### src/rtl/riscv_pkg.sv
// +----------------------------------------------------------------------+
// | riscv_pkg : shared encodings for the RV32I multicycle controller     |
// | Revision  : 1.0                                                      |
// +----------------------------------------------------------------------+
`default_nettype none

package riscv_pkg;

    typedef enum logic [3:0] {
        FETCH    = 4'd0,
        DECODE   = 4'd1,
        MEMADR   = 4'd2,
        MEMREAD  = 4'd3,
        MEMWB    = 4'd4,
        MEMWRITE = 4'd5,
        EXECUTER = 4'd6,
        EXECUTEI = 4'd7,
        ALUWB    = 4'd8,
        BEQ      = 4'd9,
        JAL      = 4'd10
    } state_t;

    localparam logic [6:0] OP_LW  = 7'b0000011;
    localparam logic [6:0] OP_SW  = 7'b0100011;
    localparam logic [6:0] OP_R   = 7'b0110011;
    localparam logic [6:0] OP_I   = 7'b0010011;
    localparam logic [6:0] OP_BEQ = 7'b1100011;
    localparam logic [6:0] OP_JAL = 7'b1101111;

    localparam logic [1:0] ALUOP_ADD   = 2'b00;
    localparam logic [1:0] ALUOP_SUB   = 2'b01;
    localparam logic [1:0] ALUOP_FUNCT = 2'b10;

    localparam logic [1:0] SRCA_PC    = 2'b00;
    localparam logic [1:0] SRCA_OLDPC = 2'b01;
    localparam logic [1:0] SRCA_RS1   = 2'b10;

    localparam logic [1:0] SRCB_RS2  = 2'b00;
    localparam logic [1:0] SRCB_IMM  = 2'b01;
    localparam logic [1:0] SRCB_FOUR = 2'b10;

    localparam logic [1:0] RES_ALUOUT    = 2'b00;
    localparam logic [1:0] RES_MEMDATA   = 2'b01;
    localparam logic [1:0] RES_ALURESULT = 2'b10;

endpackage

`default_nettype wire

### src/rtl/main_fsm_if.sv
// +----------------------------------------------------------------------+
// | main_fsm_if : controller <-> datapath control/status bundle          |
// | Revision    : 1.0                                                    |
// +----------------------------------------------------------------------+
`default_nettype none

interface main_fsm_if;

    logic [6:0] op;
    logic       zero;
    logic       mem_ready;

    logic       AdrSrc;
    logic       IRWrite;
    logic [1:0] ALUSrcA;
    logic [1:0] ALUSrcB;
    logic [1:0] ALUOP;
    logic [1:0] ResultSrc;
    logic       PCWrite;
    logic       RegWrite;
    logic       MemWrite;
    logic       illegal;

    modport master (
        input  op, zero, mem_ready,
        output AdrSrc, IRWrite, ALUSrcA, ALUSrcB, ALUOP, ResultSrc,
        output PCWrite, RegWrite, MemWrite, illegal
    );

    modport slave (
        output op, zero, mem_ready,
        input  AdrSrc, IRWrite, ALUSrcA, ALUSrcB, ALUOP, ResultSrc,
        input  PCWrite, RegWrite, MemWrite, illegal
    );

endinterface

`default_nettype wire

### src/rtl/main_fsm.sv
// +----------------------------------------------------------------------+
// | main_fsm : multicycle RV32I control FSM (lw/sw/R/I/beq/jal)          |
// | Revision : 1.0                                                       |
// +----------------------------------------------------------------------+
`default_nettype none

module main_fsm
    import riscv_pkg::*;
(
    input  wire logic   clk,
    input  wire logic   rst,
    main_fsm_if.master  bus
);

    state_t state_q;
    state_t state_d;
    state_t w_dec_state;

    always_ff @(posedge clk) begin
        if (rst) begin
            state_q <= FETCH;
        end else begin
            state_q <= state_d;
        end
    end

    always_comb begin
        state_d = state_q;
        case (state_q)
            FETCH:    if (bus.mem_ready) state_d = DECODE;
            DECODE: begin
                case (bus.op)
                    OP_LW, OP_SW: state_d = MEMADR;
                    OP_R:         state_d = EXECUTER;
                    OP_I:         state_d = EXECUTEI;
                    OP_BEQ:       state_d = BEQ;
                    OP_JAL:       state_d = JAL;
                    default:      state_d = FETCH;
                endcase
            end
            MEMADR:   state_d = (bus.op == OP_LW) ? MEMREAD : MEMWRITE;
            MEMREAD:  if (bus.mem_ready) state_d = MEMWB;
            MEMWRITE: if (bus.mem_ready) state_d = FETCH;
            MEMWB:    state_d = FETCH;
            EXECUTER: state_d = ALUWB;
            EXECUTEI: state_d = ALUWB;
            JAL:      state_d = ALUWB;
            ALUWB:    state_d = FETCH;
            BEQ:      state_d = FETCH;
            default:  state_d = FETCH;
        endcase
    end

    // Under reset the selects present FETCH values; enables are cleared below.
    assign w_dec_state = rst ? FETCH : state_q;

    always_comb begin
        bus.AdrSrc    = 1'b0;
        bus.IRWrite   = 1'b0;
        bus.ALUSrcA   = SRCA_PC;
        bus.ALUSrcB   = SRCB_RS2;
        bus.ALUOP     = ALUOP_ADD;
        bus.ResultSrc = RES_ALUOUT;
        bus.PCWrite   = 1'b0;
        bus.RegWrite  = 1'b0;
        bus.MemWrite  = 1'b0;
        bus.illegal   = 1'b0;
        case (w_dec_state)
            FETCH: begin
                bus.ALUSrcB   = SRCB_FOUR;
                bus.ResultSrc = RES_ALURESULT;
                bus.IRWrite   = bus.mem_ready & ~rst;
                bus.PCWrite   = bus.mem_ready & ~rst;
            end
            DECODE: begin
                bus.ALUSrcA = SRCA_OLDPC;
                bus.ALUSrcB = SRCB_IMM;
                case (bus.op)
                    OP_LW, OP_SW, OP_R, OP_I, OP_BEQ, OP_JAL: bus.illegal = 1'b0;
                    default:                                  bus.illegal = 1'b1;
                endcase
            end
            MEMADR: begin
                bus.ALUSrcA = SRCA_RS1;
                bus.ALUSrcB = SRCB_IMM;
            end
            MEMREAD: begin
                bus.AdrSrc = 1'b1;
            end
            MEMWRITE: begin
                bus.AdrSrc   = 1'b1;
                bus.MemWrite = bus.mem_ready;
            end
            MEMWB: begin
                bus.ResultSrc = RES_MEMDATA;
                bus.RegWrite  = 1'b1;
            end
            EXECUTER: begin
                bus.ALUSrcA = SRCA_RS1;
                bus.ALUOP   = ALUOP_FUNCT;
            end
            EXECUTEI: begin
                bus.ALUSrcA = SRCA_RS1;
                bus.ALUSrcB = SRCB_IMM;
                bus.ALUOP   = ALUOP_FUNCT;
            end
            ALUWB: begin
                bus.RegWrite = 1'b1;
            end
            BEQ: begin
                bus.ALUSrcA = SRCA_RS1;
                bus.ALUOP   = ALUOP_SUB;
                bus.PCWrite = bus.zero;
            end
            JAL: begin
                bus.ALUSrcA = SRCA_OLDPC;
                bus.ALUSrcB = SRCB_FOUR;
                bus.PCWrite = 1'b1;
            end
            default: begin
                bus.AdrSrc = 1'b0;
            end
        endcase
    end

endmodule

`default_nettype wire
### src/flat_wrapper.sv
// flat-port wrapper written by rule: the top's interface ports become plain ports
module main_fsm_flat import riscv_pkg::*;
  (clk, rst, bus_op, bus_zero, bus_mem_ready, bus_AdrSrc, bus_IRWrite, bus_ALUSrcA, bus_ALUSrcB, bus_ALUOP, bus_ResultSrc, bus_PCWrite, bus_RegWrite, bus_MemWrite, bus_illegal);
  main_fsm_if bus_i ();
  input  wire logic clk;
  input  wire logic rst;
  input wire logic [$bits(bus_i.op)-1:0] bus_op;
  input wire logic [$bits(bus_i.zero)-1:0] bus_zero;
  input wire logic [$bits(bus_i.mem_ready)-1:0] bus_mem_ready;
  output wire logic [$bits(bus_i.AdrSrc)-1:0] bus_AdrSrc;
  output wire logic [$bits(bus_i.IRWrite)-1:0] bus_IRWrite;
  output wire logic [$bits(bus_i.ALUSrcA)-1:0] bus_ALUSrcA;
  output wire logic [$bits(bus_i.ALUSrcB)-1:0] bus_ALUSrcB;
  output wire logic [$bits(bus_i.ALUOP)-1:0] bus_ALUOP;
  output wire logic [$bits(bus_i.ResultSrc)-1:0] bus_ResultSrc;
  output wire logic [$bits(bus_i.PCWrite)-1:0] bus_PCWrite;
  output wire logic [$bits(bus_i.RegWrite)-1:0] bus_RegWrite;
  output wire logic [$bits(bus_i.MemWrite)-1:0] bus_MemWrite;
  output wire logic [$bits(bus_i.illegal)-1:0] bus_illegal;
  assign bus_i.op = bus_op;
  assign bus_i.zero = bus_zero;
  assign bus_i.mem_ready = bus_mem_ready;
  assign bus_AdrSrc = bus_i.AdrSrc;
  assign bus_IRWrite = bus_i.IRWrite;
  assign bus_ALUSrcA = bus_i.ALUSrcA;
  assign bus_ALUSrcB = bus_i.ALUSrcB;
  assign bus_ALUOP = bus_i.ALUOP;
  assign bus_ResultSrc = bus_i.ResultSrc;
  assign bus_PCWrite = bus_i.PCWrite;
  assign bus_RegWrite = bus_i.RegWrite;
  assign bus_MemWrite = bus_i.MemWrite;
  assign bus_illegal = bus_i.illegal;
  main_fsm u_core (.clk(clk), .rst(rst), .bus(bus_i));
endmodule
### config.mk
export PLATFORM = sky130hd
export DESIGN_NAME = main_fsm_flat
export DESIGN_NICKNAME = d
export VERILOG_FILES = /design/src/rtl/riscv_pkg.sv /design/src/rtl/main_fsm_if.sv /design/src/rtl/main_fsm.sv /design/src/flat_wrapper.sv
export SDC_FILE = /design/constraint.sdc
export NUM_CORES = 1
export LEC_CHECK = 0
export BUFFER_PORTS_ARGS = -buffer_cell sky130_fd_sc_hd__buf_2
export CORE_AREA = 2 2 39 41
export CTS_CLUSTER_DIAMETER = 120
export CTS_CLUSTER_SIZE = 24
export DETAILED_ROUTE_END_ITERATION = 12
export DIE_AREA = 0 0 41 43
export GPL_TIMING_DRIVEN = 0
export PLACE_DENSITY = 0.66
export SLEW_MARGIN = 20
export SYNTH_ARGS = -nofsm -noshare
export SYNTH_HDL_FRONTEND = slang
export SYNTH_SLANG_ARGS = --single-unit
### constraint.sdc
create_clock -name clk -period 1.9 [get_ports clk]
set_clock_uncertainty 0.15 [all_clocks]
set_input_delay 0.285 -clock clk [delete_from_list [all_inputs] [get_ports clk]]
set_output_delay 0.285 -clock clk [all_outputs]
set_load 0.02 [all_outputs]
==> results of run 1 <==
metal layers:
layer | vias to the layer above | wire, µm | track usage [%]
met4 | 0 | 19 | 12.0
met3 | 2 | 62 | 1.57
met5 | - | 0 | 0
met2 | 21 | 704 | 29.7
met1 | 302 | 688 | 20.4
li1 | 334 | - | -
logic make-up after synthesis:
logic type	after synthesis	share of synthesized area, %
simple gates	40	42.6
compound gates	16	21.8
flops	4	15.5
xor+xnor	5	8.48
buf+inv	8	7.50
mux	2	4.12
cells in the mapped netlist, drive strengths merged (2+ instances only):
library cell,instances
a21oi,5
nor3,8
and3,4
dfxtp,4
nand2,5
nor2b,3
xnor2,3
nand3,2
o31ai,2
a21o,2
nand4,2
nor2,9
xor2,2
buf,7
area by class of cell:
cell class,count,area [µm²]
Clock buffer,3,22.5
Sequential cell,4,85.1
Buffer,7,47.5
Fill cell,140,629
Timing Repair Buffer,27,148
Multi-Input combinational cell,63,428
Tap cell,16,20.0
Inverter,1,3.75
what timing repair did:
action | CTS | global route
setup buffers | 3 | 0
gates cloned | 1 | 0
endpoints found under the setup margin | 1 | 5
pin swaps | 1 | 1
resized for setup | 10 | 6
metrics by stage:
step,cells,utilization (%)
2_1_floorplan,75,-
3_3_place_gp,115,47.5
3_5_place_dp,115,47.5
4_1_cts,122,53.9
5_1_grt,121,54.5
6_report,121,54.5
power breakdown:
part / switching, µW / total (µW) / internal (µW) / leakage [µW]
registers: 1.48 / 87.0 / 85.5 / 0.0000336
logic: 59.8 / 109 / 48.8 / 0.000316
clock network: 34.9 / 106 / 70.7 / 0.0000138
total: 96.2 / 301 / 205 / 0.000364
critical path, delay by kind of cell, from the launching register on:
kind | cells | cell delay, ps
AND/OR/NAND/NOR | 3 | 570
buffers and inverters | 2 | 350
flip-flops | 1 | 280
final timing paths:
check	from	slack, ps	depth (start not counted)	to
setup / recovery	u_core.state_q[2]	20	5	bus_illegal
hold / removal	bus_mem_ready	170	2	u_core.state_q[2]
setup reg to reg	u_core.state_q[0]	460	6	u_core.state_q[1]
hold reg to reg	u_core.state_q[0]	480	3	u_core.state_q[1]
cells in the final DEF (no fill, tap or decap), types with 2 or more instances in the layout:
| master | synthesis | final |
|---|---|---|
| a21o_1 | 2 | 2 |
| a21oi_1 | 5 | 5 |
| and3_1 | 4 | 4 |
| buf_2 | 7 | 27 |
| buf_4 | 0 | 5 |
| buf_6 | 0 | 2 |
| clkbuf_4 | 0 | 3 |
| dfxtp_1 | 4 | 2 |
| nand2_1 | 5 | 5 |
| nand3_1 | 2 | 2 |
| nand4_1 | 2 | 2 |
| nor2_1 | 9 | 8 |
| nor2b_4 | 0 | 2 |
| nor3_1 | 7 | 6 |
| nor3_2 | 1 | 2 |
| o31ai_1 | 2 | 2 |
| xnor2_1 | 3 | 3 |
| xor2_1 | 2 | 2 |
==> flow_summary.json, run 1 <==
{
  "postCtsHoldBufs": 0,
  "final_antenna_net_count": 0,
  "cts_max_level": 1,
  "max_stage_delay_ps": 320,
  "critPathArrivalTime_ps": 1450,
  "dp_slack_ps": 114,
  "largest_reg_flops": 4,
  "yosysWarnings": 0,
  "syn_to_final_growth_pct": 46.0,
  "cellLeakagePower_uw": 0.000364,
  "max_freq_mhz": 532,
  "post_dp_cell_area_um2": 657,
  "endpoint_kind": "primary output",
  "status": "completed",
  "die_w_um": 41,
  "syn_area_um2": 517,
  "cts_root_buf": "clkbuf_4",
  "synth_top_area_share_pct": 15.5,
  "gp_congestion": 0.780,
  "cts_tree": "done",
  "rows": 14,
  "wl_per_cell_um": 12.2,
  "required_ps": 1460,
  "irDropWorstVdd_mv": 0.184,
  "drive_gt1_share_pct": 43.8,
  "vias": 659,
  "dp_hpwl_um": 998,
  "ys_seq_elements": 4,
  "hold_viol": 0,
  "path_clk_slew_ps": 30,
  "yosys.cell_types.count": 33,
  "whs_ps": 167,
  "async_flop_share_pct": 0,
  "die_h_um": 43,
  "diodes": 0,
  "setup_ws_ps": 18.6,
  "path_cells": "buf_2 > nor3_2 > nand2_1 > nor3_1 > buf_2",
  "relSlewSlack_pct": 77.7,
  "setup.worst_path.start_class": "flop",
  "slew_viol_final": 0,
  "grt_pass1_wl_mm": 2.18,
  "synthTopCellsByArea": "dfxtp_1 15%, buf_2 6.8%, nor3_1 6.8%",
  "wl_mm": 1.47,
  "crit_top_cell": "buf_2",
  "numCtsBuffers": 3,
  "drt_iter0_markers": 16,
  "coreArea_um2": 1380,
  "grt_pass1_vias": 574,
  "clockBufferDepth": 2,
  "nets": 118,
  "synth_ff_type": "dfxtp_1",
  "slowest_stage": "nor3_2",
  "start_util_pct": 37.3,
  "syn_nets": 86,
  "overflow": 0,
  "netlist_instances": 75,
  "drcViolationCount": 0,
  "critPathKind": "reg -> out",
  "reg.largest.list": "u_core.state_q x4",
  "p_per_area_nw_per_um2": 399,
  "grtUsageTotal_pct": 18.0,
  "yosysTopAreaCell": "dfxtp_1",
  "drt-pass1-iter-count": 4,
  "stdcell_area_um2": 754,
  "largest-register": "u_core.state_q",
  "power_uw": 301,
  "path_max_fanout": 7,
  "fin_tns_setup_ps": 0,
  "setup_viol": 0,
  "finalCritPeriodShare_pct": 99.0,
  "antenna_found_initial": 0,
  "port_buffers": 24,
  "grt_max_degree": 11,
  "dieArea_um2": 1760,
  "holdCritPathClass": "in -> reg",
  "ios": 25,
  "drv_cap": 0,
  "vias_per_cell": 5.45,
  "syn_avg_cell_area_um2": 6.89,
  "rsz0062_at_grt": "yes",
  "worst_pin_slew_ps": 333,
  "synth_edf_count": 0,
  "worstSkewPairLatency_ps": 240,
  "min_period_ps": 1880,
  "yosysSeqAreaShare_pct": 15.5,
  "cts_sinks": 4
}
Note: power is estimated with default switching activity, not from simulation.
==> run 2: changes to the inputs <==
==> constraint.sdc (replaced) <==
create_clock -name clk -period 2.2 [get_ports clk]
set_clock_uncertainty 0.15 [all_clocks]
set_input_delay 0.33 -clock clk [delete_from_list [all_inputs] [get_ports clk]]
set_output_delay 0.33 -clock clk [all_outputs]
set_load 0.02 [all_outputs]
==> flow_summary.json, run 2 (synthesis results as in run 1) <==
{
  "coreArea_um2": 1380,
  "setup_viol": 0,
  "holdPathEnd": "u_core.state_q[2]",
  "wl_mm": 1.33,
  "postCtsSetupRepairBufs": 0,
  "reg2regPathDepth": 5,
  "worst_pin_slew_ps": 335,
  "hold_viol": 0,
  "layout_common_cells": "31 x buf_2, 9 x nor2_1, 7 x nor3_1, 5 x nand2_1, 5 x a21oi_1",
  "grt_pass1_vias": 532,
  "rsz0062_at_grt": "no",
  "relSlewSlack_pct": 77.6,
  "ios": 25,
  "reg2reg_slack_ps": 770,
  "holdPathStages": 2,
  "drt_iter0_markers": 22,
  "port_buffers": 24,
  "holdCritPathClass": "in -> reg",
  "reg.largest.list": "u_core.state_q x4",
  "layout_commonest_cell": "buf_2",
  "min_period_ps": 2060,
  "path_clk_slew_ps": 30,
  "vias": 635,
  "status": "completed",
  "worstSkewPairLatency_ps": 240,
  "cts_tree": "done",
  "antenna_found_initial": 0,
  "largest_reg_flops": 4,
  "overflow": 0,
  "slew_viol_final": 0,
  "setup.worst_path.start_class": "flop",
  "cts_max_level": 1,
  "final_antenna_net_count": 0,
  "dieArea_um2": 1760,
  "syn_to_final_growth_pct": 32.4,
  "rr_startpoint": "u_core.state_q[1]",
  "endpoint_kind": "primary output",
  "required_ps": 1720,
  "nets": 115,
  "post_cts_resized": 0,
  "critPathArrivalTime_ps": 1580,
  "p_per_area_nw_per_um2": 358,
  "grt_pass1_wl_mm": 2.04,
  "vias_per_cell": 5.38,
  "die_h_um": 43,
  "fin_tns_setup_ps": 0,
  "die_w_um": 41,
  "irDropWorstVdd_mv": 0.153,
  "numCtsBuffers": 3,
  "finalCritPeriodShare_pct": 93.8,
  "min-delay-start": "bus_mem_ready",
  "critPathKind": "reg -> out",
  "start_util_pct": 37.3,
  "dp_slack_ps": 369,
  "cts_root_buf": "clkbuf_4",
  "path_max_fanout": 10,
  "gp_congestion": 0.780,
  "largest-register": "u_core.state_q",
  "drv_cap": 0,
  "clockBufferDepth": 2,
  "drt-pass1-iter-count": 4,
  "max_freq_mhz": 485,
  "rows": 14,
  "drcViolationCount": 0,
  "cellLeakagePower_uw": 0.000334,
  "grtUsageTotal_pct": 16.7,
  "postCtsHoldBufs": 0,
  "r2r-end": "u_core.state_q[3]",
  "setup_ws_ps": 136,
  "instances_no_fill": 118,
  "grt_max_degree": 11,
  "diodes": 0,
  "dp.cells": 115,
  "cts_sinks": 4,
  "drive_gt1_share_pct": 36.3,
  "wl_per_cell_um": 11.3,
  "dp_hpwl_um": 998
}
==> run 2: cell count changes in the layout (fill, tap and decap cells not counted), sizes merged <==
cell	change
buf	-3
==> run 2: worst max-delay path by stage <==
stage	from	to	slack (ps)	depth (start not counted)
global placement	u_core.state_q[0]	bus_PCWrite	380	6
finish	u_core.state_q[0]	bus_PCWrite	140	6
global route	u_core.state_q[0]	bus_PCWrite	30	6
detailed placement	u_core.state_q[0]	bus_PCWrite	370	6
CTS	u_core.state_q[0]	bus_PCWrite	120	6
floorplan	u_core.state_q[0]	bus_PCWrite	320	5
==> run 2: area by class of cell <==
type / instances / area, µm²
fillers: 150 / 699
multi-input cells: 63 / 403
repair buffers: 24 / 120
flip-flops and latches: 4 / 80.1
plain buffers: 7 / 35.0
clock buffers: 3 / 22.5
well taps: 16 / 20.0
inverters: 1 / 3.75
==> run 2: metrics by stage <==
step / power (µW) / hold WS, ps / cell area, µm² / utilization [%]
after detailed placement: 156 / 441 / 657 / 47.5
after floorplan: 128 / 277 / 517 / -
after CTS: 248 / 198 / 679 / 49.1
after global placement: 155 / 450 / 657 / 47.5
final: 245 / 204 / 684 / 49.5
after global routing: 265 / 222 / 684 / 49.5
==> run 2: critical path, stage by stage (launching register included) <==
cell     delay (ps)
dfxtp_1         290
buf_2           190
nor2_1          240
nand2_1          80
mux2_2          260
nor3_1          120
buf_2           180
==> run 2: power by group <==
part,switching [µW],internal [µW]
Clock,29.1,60.9
Sequential,0.642,74.7
Combinational,47.9,32.0
Total,77.7,168
==> run 2: layer usage <==
| layer | part of all wire, % | wire, µm | global-route usage [%] |
|---|---|---|---|
| met1 | 45 | 600 | 20.1 |
| met2 | 47 | 626 | 25.9 |
| met3 | 5.6 | 75 | 1.57 |
| met4 | 2.0 | 26 | 12.0 |
| met5 | 0 | 0 | 0 |
